`config.mk`:
```
export PLATFORM = sky130hd
export DESIGN_NAME = button_release_debounce
export DESIGN_NICKNAME = d
export VERILOG_FILES = /design/src/rtl/button_release_debounce.sv
export SDC_FILE = /design/constraint.sdc
export NUM_CORES = 1
export LEC_CHECK = 0
export ABC_CLOCK_PERIOD_IN_PS = 3520
export CORE_MARGIN = 1.5
export CORE_UTILIZATION = 35
export CTS_BUF_LIST = sky130_fd_sc_hd__clkbuf_16
export DETAILED_ROUTE_END_ITERATION = 8
export GPL_TIMING_DRIVEN = 0
export PLACE_DENSITY = 0.65
export SLEW_MARGIN = 15
export SYNTH_ARGS = -nofsm -noshare
export SYNTH_HDL_FRONTEND = slang
export SYNTH_SLANG_ARGS = --single-unit
```
`constraint.sdc`:
```
create_clock -name clk -period 3.52 [get_ports clk]
set_input_delay 0.528 -clock clk [delete_from_list [all_inputs] [get_ports clk]]
set_output_delay 0.528 -clock clk [all_outputs]
set_load 0.01 [all_outputs]
```
`src/rtl/button_release_debounce.sv`:
```
// Synchronizes and debounces a raw push-button, emitting press/release strobes and a clean level.
// Optional long-press strobe under BUTTON_LONG_PRESS_EN. Strobe lags input by DEBOUNCE_CYCLES+2 edges; no backpressure.
module button_release_debounce #(
`ifdef BUTTON_LONG_PRESS_EN
  parameter int LONG_CYCLES = 40,
`endif
  parameter int DEBOUNCE_CYCLES = 10,
  localparam int CNT_W = $clog2(DEBOUNCE_CYCLES + 1)
) (
  input  logic clk,
  input  logic rst,
  input  logic btnIn,
  output logic pressed,
  output logic bPress,
  output logic bRelease
`ifdef BUTTON_LONG_PRESS_EN
  ,
  output logic longPress
`endif
);

  typedef enum logic [1:0] {IDLE, PRESS_CHK, HELD, REL_CHK} state_t;

  localparam logic [CNT_W-1:0] CNT_LAST = CNT_W'(DEBOUNCE_CYCLES - 1);
  localparam logic [CNT_W-1:0] CNT_ONE  = CNT_W'(1);

  state_t           state;
  logic             sync1;
  logic             sync2;
  logic [CNT_W-1:0] cnt;

  always_ff @(posedge clk) begin
    if (rst) begin
      sync1    <= 1'b0;
      sync2    <= 1'b0;
      state    <= IDLE;
      cnt      <= '0;
      pressed  <= 1'b0;
      bPress   <= 1'b0;
      bRelease <= 1'b0;
    end else begin
      sync1    <= btnIn;
      sync2    <= sync1;
      bPress   <= 1'b0;
      bRelease <= 1'b0;
      case (state)
        IDLE: begin
          if (sync2) begin
            state <= PRESS_CHK;
            cnt   <= CNT_ONE;
          end else begin
            cnt <= '0;
          end
        end
        PRESS_CHK: begin
          if (!sync2) begin
            state <= IDLE;
            cnt   <= '0;
          end else if (cnt == CNT_LAST) begin
            state   <= HELD;
            cnt     <= '0;
            bPress  <= 1'b1;
            pressed <= 1'b1;
          end else begin
            cnt <= cnt + CNT_ONE;
          end
        end
        HELD: begin
          if (!sync2) begin
            state <= REL_CHK;
            cnt   <= CNT_ONE;
          end
        end
        REL_CHK: begin
          // A bounce back high returns to HELD; pressed never dropped so no strobe is owed.
          if (sync2) begin
            state <= HELD;
            cnt   <= '0;
          end else if (cnt == CNT_LAST) begin
            state    <= IDLE;
            cnt      <= '0;
            bRelease <= 1'b1;
            pressed  <= 1'b0;
          end else begin
            cnt <= cnt + CNT_ONE;
          end
        end
      endcase
    end
  end

`ifdef BUTTON_LONG_PRESS_EN
  localparam int HOLD_W = $clog2(LONG_CYCLES + 1);
  localparam logic [HOLD_W-1:0] HOLD_MAX  = HOLD_W'(LONG_CYCLES);
  localparam logic [HOLD_W-1:0] HOLD_LAST = HOLD_W'(LONG_CYCLES - 1);

  logic [HOLD_W-1:0] holdCnt;
  logic              holding;

  assign holding = (state == HELD) || (state == REL_CHK);

  // Cleared while not holding, so it is zero on entry to HELD; REL_CHK bounces keep the count.
  always_ff @(posedge clk) begin
    if (rst) begin
      holdCnt   <= '0;
      longPress <= 1'b0;
    end else begin
      longPress <= holding && (holdCnt == HOLD_LAST);
      if (!holding) begin
        holdCnt <= '0;
      end else if (holdCnt != HOLD_MAX) begin
        holdCnt <= holdCnt + HOLD_W'(1);
      end
    end
  end
`endif

endmodule

```
==> results.toml, run 1 <==
[critical_path]
cp_max_fo = 3
cp_top_family = "buffers and inverters"
worstPathRequired_ns = 2.99
critPathLaunchType = "register"
crit_chain = "clkdlybuf4s50_1"
critPathCaptureType = "output port"
worstPathArrival_ns = 1.11
slowest_delay_ns = 0.54
crit_type = "register to output port"
crit_slowest_cell = "clkdlybuf4s50_1"
crit_buf_inv = 1

[floorplan]
dieArea_um2 = 1630
start_util_pct = 37.6
fp.dieH_um = 40.4
ios = 6
core.rowCount = 13
core_area_um2 = 1300
fp.dieW_um = 40.4

[sta]
setup_viol = 0
timing_worst_slew_pin_value_ns = 0.421
fmax_ghz = 0.610
fin_hold_ws_ns = 0.444
maxSlewHeadroom_pct = 71.9
post-route-period-util_pct = 46.6
slew_viol_final = 0
timing.final.crit_period_ns = 1.64
finClkSkew_ns = 0.000767
setup-tns-final_ns = 0
rsz0062_at_grt = "false"
finalWorstSetupSlack_ns = 1.88
hold_viol = 0

[clock_network]
cts_tree = "built"
clock_sinks = 11
cts_buffers = 3
clock_latency_ns = 0.24
postCtsSetupBuffers = 0
clk_pin_slew_worst_paths_ns = 0.04
cts_resized = 0
root_buffer = "clkbuf_16"
h-tree-depth = 1
holdBufCountCts = 0
clk_path_buf_depth = 2

[power]
clkPwrFrac_pct = 58.8
combinationalPowerShare_pct = 3.9
power.density_nw_per_um2 = 545
swShare_pct = 18.2
irDropWorstVdd_mv = 0.258
seq_power_share_pct = 37.3
power.internal_w = 0.000284
power.leakage_nw = 0.246
p_switching_w = 0.0000634

[global_routing]
grt_use_met3_pct = 6.67
antenna_found_initial = 0
grt_overflow = 0
use_met2_pct = 19.0
grt_pass1_wl_um = 1360
grt_pass1_vias = 312
grt_max_degree = 11
grt_util_met1_pct = 16.9
gr-max-usage-layer = "met2"
track_usage_pct = 13.6

[synth]
yosysMostFrequentCell = "dfxtp_1"
ys_ff_latch = 11
synth_common_cells = "dfxtp_1, inv_1, nand2_1, nor2_1, nor2b_1"
synth_nets = 57
synth.distinct_cells = 26
netlist_area_um2 = 489
synth_edf_count = 0
synth_top_cell_area_share_pct = 45.0
synth-seq-area-share_pct = 45.0
avgSynthCellArea_um2 = 9.41
synthCells = 52
synth_top_area_cell = "dfxtp_1"
dominantRegCellSynth = "dfxtp_1"
yosys_warnings = 0
async_flop_share_pct = 0
synthTopCellsByArea = "dfxtp_1, ha_1, nor2b_1, and3b_1, inv_1"

[drt]
drt-pass1-iter-count = 4
finalWirelength_um = 847
first_iter_violations = 7
ant_nets = 0
drcViolationCount = 0
via_count = 391
wl_per_cell_um = 11.1
viasPerCell = 5.14

[status]
status = "finished clean"

[placed_design]
dpl.hpwl_um = 609
pre_cts_ws_ns = 1.67
numPortBuffers = 5
place.gp.congestion = 0.785

[final_layout]
drive_gt1_share_pct = 8.20
area_growth_pct = 30.2
layout.nets = 67
num_antenna_cells = 0

[job]
max_cap_violations = 0

[worst_hold_path]
hp-class = "register to register"
## through the flow
| step | std cells | power [W] | util, % | area, um^2 |
|---|---|---|---|---|
| 2_1_floorplan | 52 | 0.000139 | - | 489 |
| 3_3_place_gp | 72 | 0.000145 | 42.9 | 558 |
| 3_5_place_dp | 72 | 0.000145 | 42.9 | 558 |
| 4_1_cts | 76 | 0.000351 | 48.9 | 637 |
| 5_1_grt | 76 | 0.000359 | 48.9 | 637 |
| 6_report | 76 | 0.000347 | 48.9 | 637 |
## power groups by stage
| stage | Clock (W) | Sequential, W | Combinational, W |
|---|---|---|---|
| 3_3_place_gp | 0 | 0.000132 | 0.0000133 |
| 4_1_cts | 0.000207 | 0.000130 | 0.0000139 |
| 5_1_grt | 0.000214 | 0.000130 | 0.0000150 |
| 2_1_floorplan | 0 | 0.000132 | 0.00000682 |
| 6_report | 0.000204 | 0.000130 | 0.0000137 |
| 3_5_place_dp | 0 | 0.000132 | 0.0000138 |
## layout make-up
type	count	area, um^2
multi-input cells	35	245
clock inverters	1	3.75
inverters	4	15.0
repair buffers	5	50.0
plain buffers	2	8.76
well taps	15	18.8
flip-flops and latches	11	220
clock buffers	3	75.1
fillers	131	664
## path summary, 6_finish.rpt
kind / slack (ns) / cells past startpoint / start / to
setup reg to reg: 2.21 / 5 / cnt[1]$_SDFFE_PP0P_ / cnt[0]$_SDFFE_PP0P_
hold reg to reg: 0.44 / 1 / sync1$_SDFF_PP0_ / sync2$_SDFF_PP0_
hold / removal: 0.44 / 1 / sync1$_SDFF_PP0_ / sync2$_SDFF_PP0_
setup / recovery: 1.88 / 1 / pressed$_SDFFE_PP0P_ / pressed
## registers in the layout (all words and copies together), names as in the netlist, named ones only
register,flops
sync1,1
bPress,1
sync2,1
pressed,1
bRelease,1
state,1
cnt,4
## routing by layer
layer  part of all wire (%)  vias to the layer above
met1                     49                      175
li1                       -                      205
met2                     44                        9
met5                      0                        -
met4                    2.7                        0
met3                    4.5                        2
## cells by family after synthesis
logic type | Yosys count | share of synthesized area (%)
buffers and inverters | 6 | 4.86
multiplexers | 1 | 2.05
AO/OA/AOI/OAI | 9 | 14.3
XOR/XNOR | 1 | 1.79
adder cells (fa/ha/maj) | 2 | 5.11
flip-flops | 11 | 45.0
AND/OR/NAND/NOR | 22 | 26.9
## layout by cell type (no fill, tap or decap), types with 2 or more instances in the layout
cell type	synthesis	layout
a31oi_1	2	2
and3b_1	2	2
clkbuf_16	0	3
clkdlybuf4s50_1	0	5
dfxtp_1	11	11
ha_1	2	2
inv_1	4	5
nand2_1	4	4
nand3b_1	2	2
nor2_1	4	4
nor2b_1	3	3
o211ai_1	2	2
Power figures use the tool's default switching activity.
==> run 2: changes to the inputs <==
- ABC_CLOCK_PERIOD_IN_PS: 3520 -> 1590
- clock period: 3.52 -> 1.59 ns (I/O delays scaled with it)
==> results of run 2 <==
The final DEF is identical to that of run 1. Status: finished clean.
Among the figures that moved: setup slack after placement 1.67 ns -> 0.0317 ns; setup slack after layout 1.88 ns -> 0.240 ns; register-to-register setup slack 2.21 ns -> 0.28 ns; total power 0.000347 W -> 0.000769 W; worst IR drop on VDD 0.258 mV -> 0.571 mV
==> run 3: changes to the inputs <==
- ABC_CLOCK_PERIOD_IN_PS: 1590 -> 1200
- PLACE_DENSITY: 0.65 -> 0.67
- clock period: 1.59 -> 1.2 ns (I/O delays scaled with it)
==> results.toml, run 3 (synthesized netlist as in run 1, its figures left out) <==
[global_routing]
grt_pass1_wl_um = 1520
grt_max_degree = 11
track_usage_pct = 16.1
antenna_found_initial = 0
grt_overflow = 0
grt_pass1_vias = 332

[clock_network]
clock_latency_ns = 0.24
cts_tree = "built"
cts_buffers = 3
holdBufCountCts = 0
clock_sinks = 11
h-tree-depth = 1
clk_pin_slew_worst_paths_ns = 0.04
clk_path_buf_depth = 2
root_buffer = "clkbuf_16"

[placed_design]
placed_area_um2 = 558
pre_cts_ws_ns = -0.292
numPortBuffers = 5
place.gp.congestion = 0.833
dpl.hpwl_um = 609

[critical_path]
cp_max_fo = 6
rrSetupSlack_ns = -0.03
reg2reg_depth = 3
crit_type = "register to register"
reg2reg_to = "cnt[2]$_SDFFE_PP0P_"
critPathLaunchType = "register"
critPathCaptureType = "register"
worstPathRequired_ns = 1.35
worstPathArrival_ns = 1.38

[floorplan]
dieArea_um2 = 1630
core_area_um2 = 1300
start_util_pct = 37.6
fp.dieW_um = 40.4
core.rowCount = 13
ios = 6
fp.dieH_um = 40.4

[final_layout]
top_register = "cnt"
design_area_um2 = 723
drive_gt1_share_pct = 32.4
largest_reg_flops = 4
layout.nets = 74
final_cell_mix = "buf_4, dfxtp_1"
area_growth_pct = 47.8
num_antenna_cells = 0
layout.cells.most_common = "buf_4"

[sta]
post-route-period-util_pct = 103
timing.final.crit_period_ns = 1.23
fmax_ghz = 0.810
finClkSkew_ns = 0.000238
maxSlewHeadroom_pct = 78.0
rsz0062_at_grt = "true"
setup_viol = 1
hold_viol = 0
slew_viol_final = 0
timing_worst_slew_pin_value_ns = 0.329
finalWorstSetupSlack_ns = -0.0348

[worst_hold_path]
hp-class = "register to register"
min_from = "sync1$_SDFF_PP0_"
min_to = "sync2$_SDFF_PP0_"
whs_path_depth = 1

[drt]
viasPerCell = 5.39
drt-pass1-iter-count = 4
drcViolationCount = 0
via_count = 447
finalWirelength_um = 1040
wl_per_cell_um = 12.5
ant_nets = 0
first_iter_violations = 20

[status]
status = "finished, violations left"
violations = "negative setup slack"

[job]
max_cap_violations = 0

[power]
power.leakage_nw = 0.300
power.density_nw_per_um2 = 1410
irDropWorstVdd_mv = 0.827
==> run 3: cell type report <==
class                   count  area [um^2]
fillers                   113          578
multi-input cells          35          263
flip-flops and latches     11          236
repair buffers             13          106
clock buffers               3         75.1
well taps                  15         18.8
inverters                   4         15.0
plain buffers               1         5.00
clock inverters             1         3.75
==> run 3: critical path: stages (launching register included) <==
cell and delay (ns):
dfxtp_4 0.35, and3b_2 0.22, or4_1 0.46, o32ai_1 0.11
==> run 3: per-layer routing <==
layer	GRT usage, %	vias to the layer above	part of all wire (%)
met3	8.33	4	4.1
met2	20.6	13	47
met5	0	-	0
met4	15.0	0	4.4
li1	-	220	-
met1	18.7	210	45
==> run 3: repair_timing <==
action                                  CTS  global route
gates resized for setup                  13             6
gates cloned                              0             0
buffers inserted                          4             4
pin swaps                                 4             3
endpoints found under the setup margin    9             7
==> run 3: metrics by stage <==
| stage | instances | util, % | power [W] | TNS [ns] | hold WS, ns |
|---|---|---|---|---|---|
| 2_1_floorplan | 52 | - | 0.000407 | 0 | 0.263 |
| 3_3_place_gp | 72 | 42.9 | 0.000426 | -1.69 | 0.424 |
| 3_5_place_dp | 72 | 42.9 | 0.000427 | -1.71 | 0.432 |
| 4_1_cts | 79 | 51.5 | 0.00103 | -0.0205 | 0.439 |
| 5_1_grt | 83 | 55.6 | 0.00106 | -0.175 | 0.456 |
| 6_report | 83 | 55.6 | 0.00102 | -0.0348 | 0.440 |
==> run 3: how the worst max path moves through the flow <==
stage	slack [ns]	from	endpoint
2_1_floorplan	0.006	sync2$_SDFF_PP0_	cnt[2]$_SDFFE_PP0P_
6_report	-0.03	register	cnt[2]$_SDFFE_PP0P_
4_1_cts	-0.009	cnt[1]$_SDFFE_PP0P_	bPress$_SDFF_PP0_
3_5_place_dp	-0.29	rst	cnt[1]$_SDFFE_PP0P_
3_3_place_gp	-0.29	rst	cnt[1]$_SDFFE_PP0P_
5_1_grt	-0.07	register	cnt[2]$_SDFFE_PP0P_
==> run 3: power by group <==
part | total (W) | internal [W] | leakage [nW] | switching (W)
clock | 0.000605 | 0.000438 | 0.0423 | 0.000167
combinational | 0.0000426 | 0.0000226 | 0.164 | 0.0000200
sequential | 0.000375 | 0.000369 | 0.0928 | 0.00000677
total | 0.00102 | 0.000829 | 0.300 | 0.000194
